## config.mk

```make
export PLATFORM = sky130hd
export DESIGN_NAME = line_buffer_wr_ctrl
export DESIGN_NICKNAME = d
export VERILOG_FILES = /design/src/rtl/line_buffer_wr_ctrl.sv
export SDC_FILE = /design/constraint.sdc
export NUM_CORES = 1
export LEC_CHECK = 0
export ABC_AREA = 1
export BUFFER_PORTS_ARGS = -buffer_cell sky130_fd_sc_hd__buf_2
export CORE_AREA = 2 2 81 91
export CTS_BUF_LIST = sky130_fd_sc_hd__clkbuf_4 sky130_fd_sc_hd__clkbuf_8
export CTS_CLUSTER_SIZE = 16
export DETAILED_ROUTE_END_ITERATION = 8
export DIE_AREA = 0 0 83 93
export SYNTH_ARGS = -nofsm -noshare
export SYNTH_HDL_FRONTEND = slang
export SYNTH_SLANG_ARGS = --single-unit
```

## constraint.sdc

```tcl
create_clock -name clk_i -period 2.2 [get_ports clk_i]
set_clock_uncertainty 0.1 [all_clocks]
set_input_delay 0.22 -clock clk_i [delete_from_list [all_inputs] [get_ports clk_i]]
set_output_delay 0.22 -clock clk_i [all_outputs]
set_load 0.02 [all_outputs]
```

## src/rtl/line_buffer_wr_ctrl.sv

```systemverilog
// ---------------------------------------------------------------------------
// line_buffer_wr_ctrl
//
// Write-side controller for the Sobel line buffer. Takes a pixel stream over
// a valid/ready handshake and writes each whole image line into one of
// NUM_BANKS single-port line RAMs, filling the banks round-robin. Tracks the
// column / line position inside the frame and flags when NUM_BANKS-1 complete
// lines are buffered, so the window side can start forming kernels.
//
// Optional feature (macro LB_FRAME_ERR_EN): adds frame_err_o, a sticky flag
// raised when a start-of-frame pixel arrives in the middle of a frame.
//
// Ports:
//   clk_i, rst_ni     clock, asynchronous active-low reset
//   pix_valid_i       pixel valid
//   pix_data_i        pixel data
//   sof_i             start of frame, qualified by pix_valid_i
//   stall_i           backpressure request from the read side
//   pix_ready_o       pixel accept (combinational)
//   wdata_o           RAM write data (holds last written value)
//   waddr_o           RAM write address shared by all banks (holds last value)
//   bank_we_o         one-hot bank write enable
//   cur_bank_o        bank currently being filled
//   line_done_o       pulse with the last write of a line
//   frame_done_o      pulse with the last write of the frame
//   win_ready_o       NUM_BANKS-1 complete lines buffered in this frame
//   frame_err_o       (LB_FRAME_ERR_EN only) sticky mid-frame sof flag
//   state_o           debug view of the FSM state (0 IDLE, 1 FILL, 2 STREAM)
//
// Handshake: a pixel transfers on a rising clk_i edge where pix_valid_i and
// pix_ready_o are both high. pix_ready_o is high in IDLE and otherwise follows
// !stall_i; it does not depend on pix_valid_i. The producer may change data
// freely while pix_ready_o is low.
// ---------------------------------------------------------------------------
module line_buffer_wr_ctrl #(
    parameter int DATA_WD     = 8,
    parameter int ADDR_WD     = 10,
    parameter int LINE_LEN    = 640,
    parameter int FRAME_LINES = 480,
    parameter int NUM_BANKS   = 3,
    parameter int BANK_WD     = $clog2(NUM_BANKS)
) (
    input  logic                 clk_i,
    input  logic                 rst_ni,
    input  logic                 pix_valid_i,
    input  logic [DATA_WD-1:0]   pix_data_i,
    input  logic                 sof_i,
    input  logic                 stall_i,
    output logic                 pix_ready_o,
    output logic [DATA_WD-1:0]   wdata_o,
    output logic [ADDR_WD-1:0]   waddr_o,
    output logic [NUM_BANKS-1:0] bank_we_o,
    output logic [BANK_WD-1:0]   cur_bank_o,
    output logic                 line_done_o,
    output logic                 frame_done_o,
    output logic                 win_ready_o,
`ifdef LB_FRAME_ERR_EN
    output logic                 frame_err_o,
`endif
    output logic [1:0]           state_o
);

    localparam int LC_WD = $clog2(FRAME_LINES + 1);

    typedef enum logic [1:0] {
        IDLE   = 2'd0,
        FILL   = 2'd1,
        STREAM = 2'd2
    } state_e;

    state_e               state_q, state_d;
    logic [ADDR_WD-1:0]   col_q;
    logic [BANK_WD-1:0]   bank_q;
    logic [LC_WD-1:0]     lines_q;
    logic [DATA_WD-1:0]   wdata_q;
    logic [ADDR_WD-1:0]   waddr_q;
    logic [NUM_BANKS-1:0] bank_we_q;
    logic                 line_done_q;
    logic                 frame_done_q;
    logic                 win_ready_q;

    logic                 accept;
    logic                 wr_en;
    logic [ADDR_WD-1:0]   w_col;
    logic [BANK_WD-1:0]   w_bank;
    logic [LC_WD-1:0]     w_lines;
    logic [LC_WD-1:0]     n_lines;
    logic [BANK_WD-1:0]   n_bank;
    logic                 col_last;
    logic                 frame_end;

    // Ready is forced low while reset is asserted so every output reads 0.
    assign pix_ready_o = rst_ni && ((state_q == IDLE) || !stall_i);

    always_comb begin
        accept    = pix_valid_i && pix_ready_o;
        // In IDLE only a start-of-frame pixel is written; others are dropped.
        wr_en     = accept && (sof_i || (state_q != IDLE));
        // A sof pixel always restarts the frame, even mid-line or on the
        // last pixel of a frame, so position is taken as zero for it.
        w_col     = sof_i ? '0 : col_q;
        w_bank    = sof_i ? '0 : bank_q;
        w_lines   = sof_i ? '0 : lines_q;
        col_last  = (w_col == ADDR_WD'(LINE_LEN - 1));
        n_lines   = col_last ? (w_lines + LC_WD'(1)) : w_lines;
        frame_end = col_last && (n_lines == LC_WD'(FRAME_LINES));
        n_bank    = w_bank;
        if (col_last) begin
            n_bank = (w_bank == BANK_WD'(NUM_BANKS - 1)) ? '0 : (w_bank + BANK_WD'(1));
        end
        if (frame_end) begin
            state_d = IDLE;
        end else if ((n_lines == LC_WD'(NUM_BANKS - 1)) || ((state_q == STREAM) && !sof_i)) begin
            state_d = STREAM;
        end else begin
            state_d = FILL;
        end
    end

    always_ff @(posedge clk_i or negedge rst_ni) begin
        if (!rst_ni) begin
            state_q      <= IDLE;
            col_q        <= '0;
            bank_q       <= '0;
            lines_q      <= '0;
            wdata_q      <= '0;
            waddr_q      <= '0;
            bank_we_q    <= '0;
            line_done_q  <= 1'b0;
            frame_done_q <= 1'b0;
            win_ready_q  <= 1'b0;
        end else begin
            bank_we_q    <= '0;
            line_done_q  <= 1'b0;
            frame_done_q <= 1'b0;
            if (wr_en) begin
                wdata_q      <= pix_data_i;
                waddr_q      <= w_col;
                bank_we_q    <= NUM_BANKS'(1) << w_bank;
                line_done_q  <= col_last;
                frame_done_q <= frame_end;
                col_q        <= col_last ? '0 : (w_col + ADDR_WD'(1));
                bank_q       <= n_bank;
                // Line count returns to 0 once the frame is complete.
                lines_q      <= frame_end ? '0 : n_lines;
                state_q      <= state_d;
                win_ready_q  <= (state_d == STREAM);
            end
        end
    end

`ifdef LB_FRAME_ERR_EN
    logic frame_err_q;
    always_ff @(posedge clk_i or negedge rst_ni) begin
        if (!rst_ni) begin
            frame_err_q <= 1'b0;
        end else if (accept && sof_i &&
                     ((col_q != '0) || ((state_q != IDLE) && (lines_q != '0)))) begin
            frame_err_q <= 1'b1;
        end
    end
    assign frame_err_o = frame_err_q;
`endif

    assign wdata_o      = wdata_q;
    assign waddr_o      = waddr_q;
    assign bank_we_o    = bank_we_q;
    assign cur_bank_o   = bank_q;
    assign line_done_o  = line_done_q;
    assign frame_done_o = frame_done_q;
    assign win_ready_o  = win_ready_q;
    assign state_o      = state_q;

endmodule
```

==> parameters.txt <==
Parameter                              Value

Placement
  Placement Setup Slack    between 0.03 and 0.04 ps
  Placement Cell Area    3030 um2
  Final estimated routing congestion in global placement    slightly below 0.9
  Number of I/O port buffers    41
  Hpwl dp    4.62 mm

Pwr
  Leakage    1.77 nW
  Clock network power share    between 20% and 30%
  Power Total    0.00259 W
  Combinational group share of total power    between 30% and 40%
  Sw Share    38.0%
  Worst IR drop on VDD    0.521 mV
  Total power per unit cell area    782 nW/um2
  Sw power    0.000984 W
  Portion of total power attributed to sequential cells    roughly 45%
  Internal    0.00160 W

Floorplanning
  Initial core utilization    a little under two fifths
  I/O pin total    42
  Core footprint    roughly 6800 um2
  Die Span Y    93 um
  Full die area    7720 um2
  Placement row count    32
  Die X-Extent    83 um

Synth
  Mean area per synthesized cell    7.53 um2
  Seq/Total Area, Yosys    a little over two fifths
  Syn Std Cell Area    2630 um2
  Post-synthesis cell count    349
  #FFs+latches synth    46
  Unique cell type count in the Yosys netlist    37
  Syn Nets    approximately 360
  Ys Warns    0

Min path
  Kind of path behind the tightest hold check    in2async

Timing
  Unrepaired setup endpoints after global routing    true
  Worst setup margin    39.8 ps
  Final Critical Period    2160 ps
  Number of hold-slack violations in the final timing report    46
  Worst hold slack across all endpoints    -29.4 ps
  Slew Limit Headroom    61.3%
  Period Utilization, post-route    a little over nine tenths
  Number of endpoints failing setup at the final stage    0
  Least-Margin Pin Slew    581 ps
  Maximum clock frequency    0.463 GHz
  Number of slew-limit violations in the final report    0

Route
  Drt first-iter violations    130
  Average via count per standard cell    4.89
  Average wire length per cell after detail routing    13.0 um
  Post-detailed-routing wire length    approximately 6.5 mm
  Total number of vias    between 2000 and 2500
  Number of nets with antenna violations after detailed routing    0
  Count of unresolved DRC violations after routing    0
  Count of TritonRoute iterations in the first routing pass    4

Outcome
  Outcome    complete, but fails checks
  Failing checks    negative hold slack

GRT
  Tot GR Track Use    16.8%
  Via count of the first global-routing pass    2349
  GR Overflow Total    0
  Largest net degree at the start of global routing    47
  Number of antenna violations at the first check in global routing    0
  Global-route wire length before repair    10.6 mm

Clock tree
  Buffers from clock root to sink, at most    2
  Total clock buffers created by CTS    5
  Clock root cell    sky130_fd_sc_hd__clkbuf_8
  Clock sinks    46
  Maximum level of the CTS H-tree    2
  CTS tree    yes
  Clock slew seen by the registers of the worst setup and hold paths    90 ps
  Later-pin clock latency in the skew report    310 ps

Worst setup path
  Maximum fanout along the worst path    5
  FF-to-FF setup slack    40 ps
  Worst setup path startpoint    col_q[1]
  Reg-to-reg endpoint    state_o[0]
  Worst reg2reg path depth    15
  Required time worst endpoint    2310 ps
  Worst endpoint data arrival time    2270 ps
  Beginning of the worst register-to-register path    col_q[1]
  Kind of start point of the critical path    register
  Worst setup EP type    register
  Worst setup path category    reg2reg

Flow run
  Total of max-cap violations    0

Finish
  Post-layout utilization of the core    48.3%
  Post-route cell area    3310 um2
  Area growth from synthesis to layout    25.9%
  Share of post-route cells with drive strength above 1    ~30%
  Most used cells in the layout excluding fill and tap cells    129 x sky130_fd_sc_hd__nand2_1, 46 x sky130_fd_sc_hd__dfrtp_1, 41 x sky130_fd_sc_hd__buf_2, 30 x sky130_fd_sc_hd__inv_1, 30 x sky130_fd_sc_hd__buf_4
  Antenna diodes    0
  Most common library cell in the layout ignoring fill and taps    sky130_fd_sc_hd__nand2_1
  Number of nets at the end of the flow    433
## metrics by stage
step	TNS, ps	hold WS (ps)	instances
after floorplan	0	-176	349
after global placement	0	313	486
after detailed placement	0	318	486
after CTS	0	2.57	495
after global routing	-423	6.30	504
final	0	-29.4	504
## critical path, stage by stage, from the launching register on
cell and delay [ps]:
sky130_fd_sc_hd__dfrtp_1 350, sky130_fd_sc_hd__inv_2 50, sky130_fd_sc_hd__nor2_2 130, sky130_fd_sc_hd__ha_2 220, sky130_fd_sc_hd__nand3_2 100, sky130_fd_sc_hd__nor2_4 210, sky130_fd_sc_hd__nand3_4 160, sky130_fd_sc_hd__nand2_2 110
sky130_fd_sc_hd__nand2_4 70, sky130_fd_sc_hd__nor2_4 140, sky130_fd_sc_hd__buf_4 120, sky130_fd_sc_hd__nand3_1 60, sky130_fd_sc_hd__nor2_1 100, sky130_fd_sc_hd__nor2_1 40, sky130_fd_sc_hd__nand2_1 60, sky130_fd_sc_hd__nand2_1 40
## state kept, by name, indices dropped and copies added (netlist names)
register,flops
col_q,10
waddr_o,10
lines_q,9
cur_bank_o,2
wdata_o,8
bank_we_o,3
frame_done_o,1
line_done_o,1
state_o,2
## power by group through the flow
stage          Combinational (W)  Clock (W)  Sequential, W
2_1_floorplan           0.000380          0        0.00131
3_3_place_gp            0.000808          0        0.00117
3_5_place_dp            0.000819          0        0.00117
4_1_cts                 0.000821   0.000564        0.00116
5_1_grt                 0.000974   0.000594        0.00118
6_report                0.000881   0.000544        0.00116
## worst max-delay path by stage
stage          cells past startpoint         end  slack, ps
6_report                          15  state_o[0]         40
5_1_grt                           14  lines_q[5]        -80
4_1_cts                           14  state_o[0]         30
3_5_place_dp                      14  state_o[0]       0.04
3_3_place_gp                      14  state_o[0]         60
2_1_floorplan                      7  state_o[1]         70
## logic make-up (layout without fill, tap and decap cells)
| kind of cell | after synthesis | count (layout) | synth area share [%] |
|---|---|---|---|
| buffers and inverters | 46 | 115 | 8.19 |
| DFF | 46 | 46 | 43.8 |
| and+or+nand+nor | 219 | 220 | 38.5 |
| adders and majority gates | 2 | 2 | 0.952 |
| AOI/OAI and AO/OA | 30 | 30 | 6.52 |
| xor gates and xnor gates | 6 | 6 | 2.00 |
## synthesized netlist by cell type, drive strengths merged
master	count	area (um2)
o211ai	1	7.51
nand3	26	170
clkbuf	2	7.51
dfrtp	46	1150
a21oi	2	10.0
xor2	5	43.8
nor3	6	51.3
nand2	142	543
nor2	37	190
a21boi	1	7.51
clkinv	2	8.75
inv	33	136
nand4	6	43.8
a31o	1	8.76
o22ai	4	25.0
nand3b	1	7.51
buf	9	62.6
o221ai	2	17.5
o21ai	19	95.1
or2	1	6.26
ha	2	25.0
xnor2	1	8.76
## layout make-up
type	count	area, um2
Fill cell	665	3540
Clock buffer	6	82.6
Inverter	35	149
Clock inverter	2	12.5
Timing Repair Buffer	72	440
Multi-Input combinational cell	258	1370
Sequential cell	46	1150
Tap cell	85	106
## routing by layer
layer  up-vias  GRT usage, %  routed length [um]
met1      1154          20.3                2830
met3         9          2.29                 223
met2        62          30.6                3360
met5         -             0                   0
met4         0          5.87                 119
li1       1240             -                   -
## timing repair
item	4_1_cts	5_1_grt
setup buffers	0	8
endpoints found under the hold margin	1	0
hold buffers	1	0
gates resized for setup	0	28
setup endpoints to repair	0	9
No activity file was read; power rests on OpenSTA's default activity.
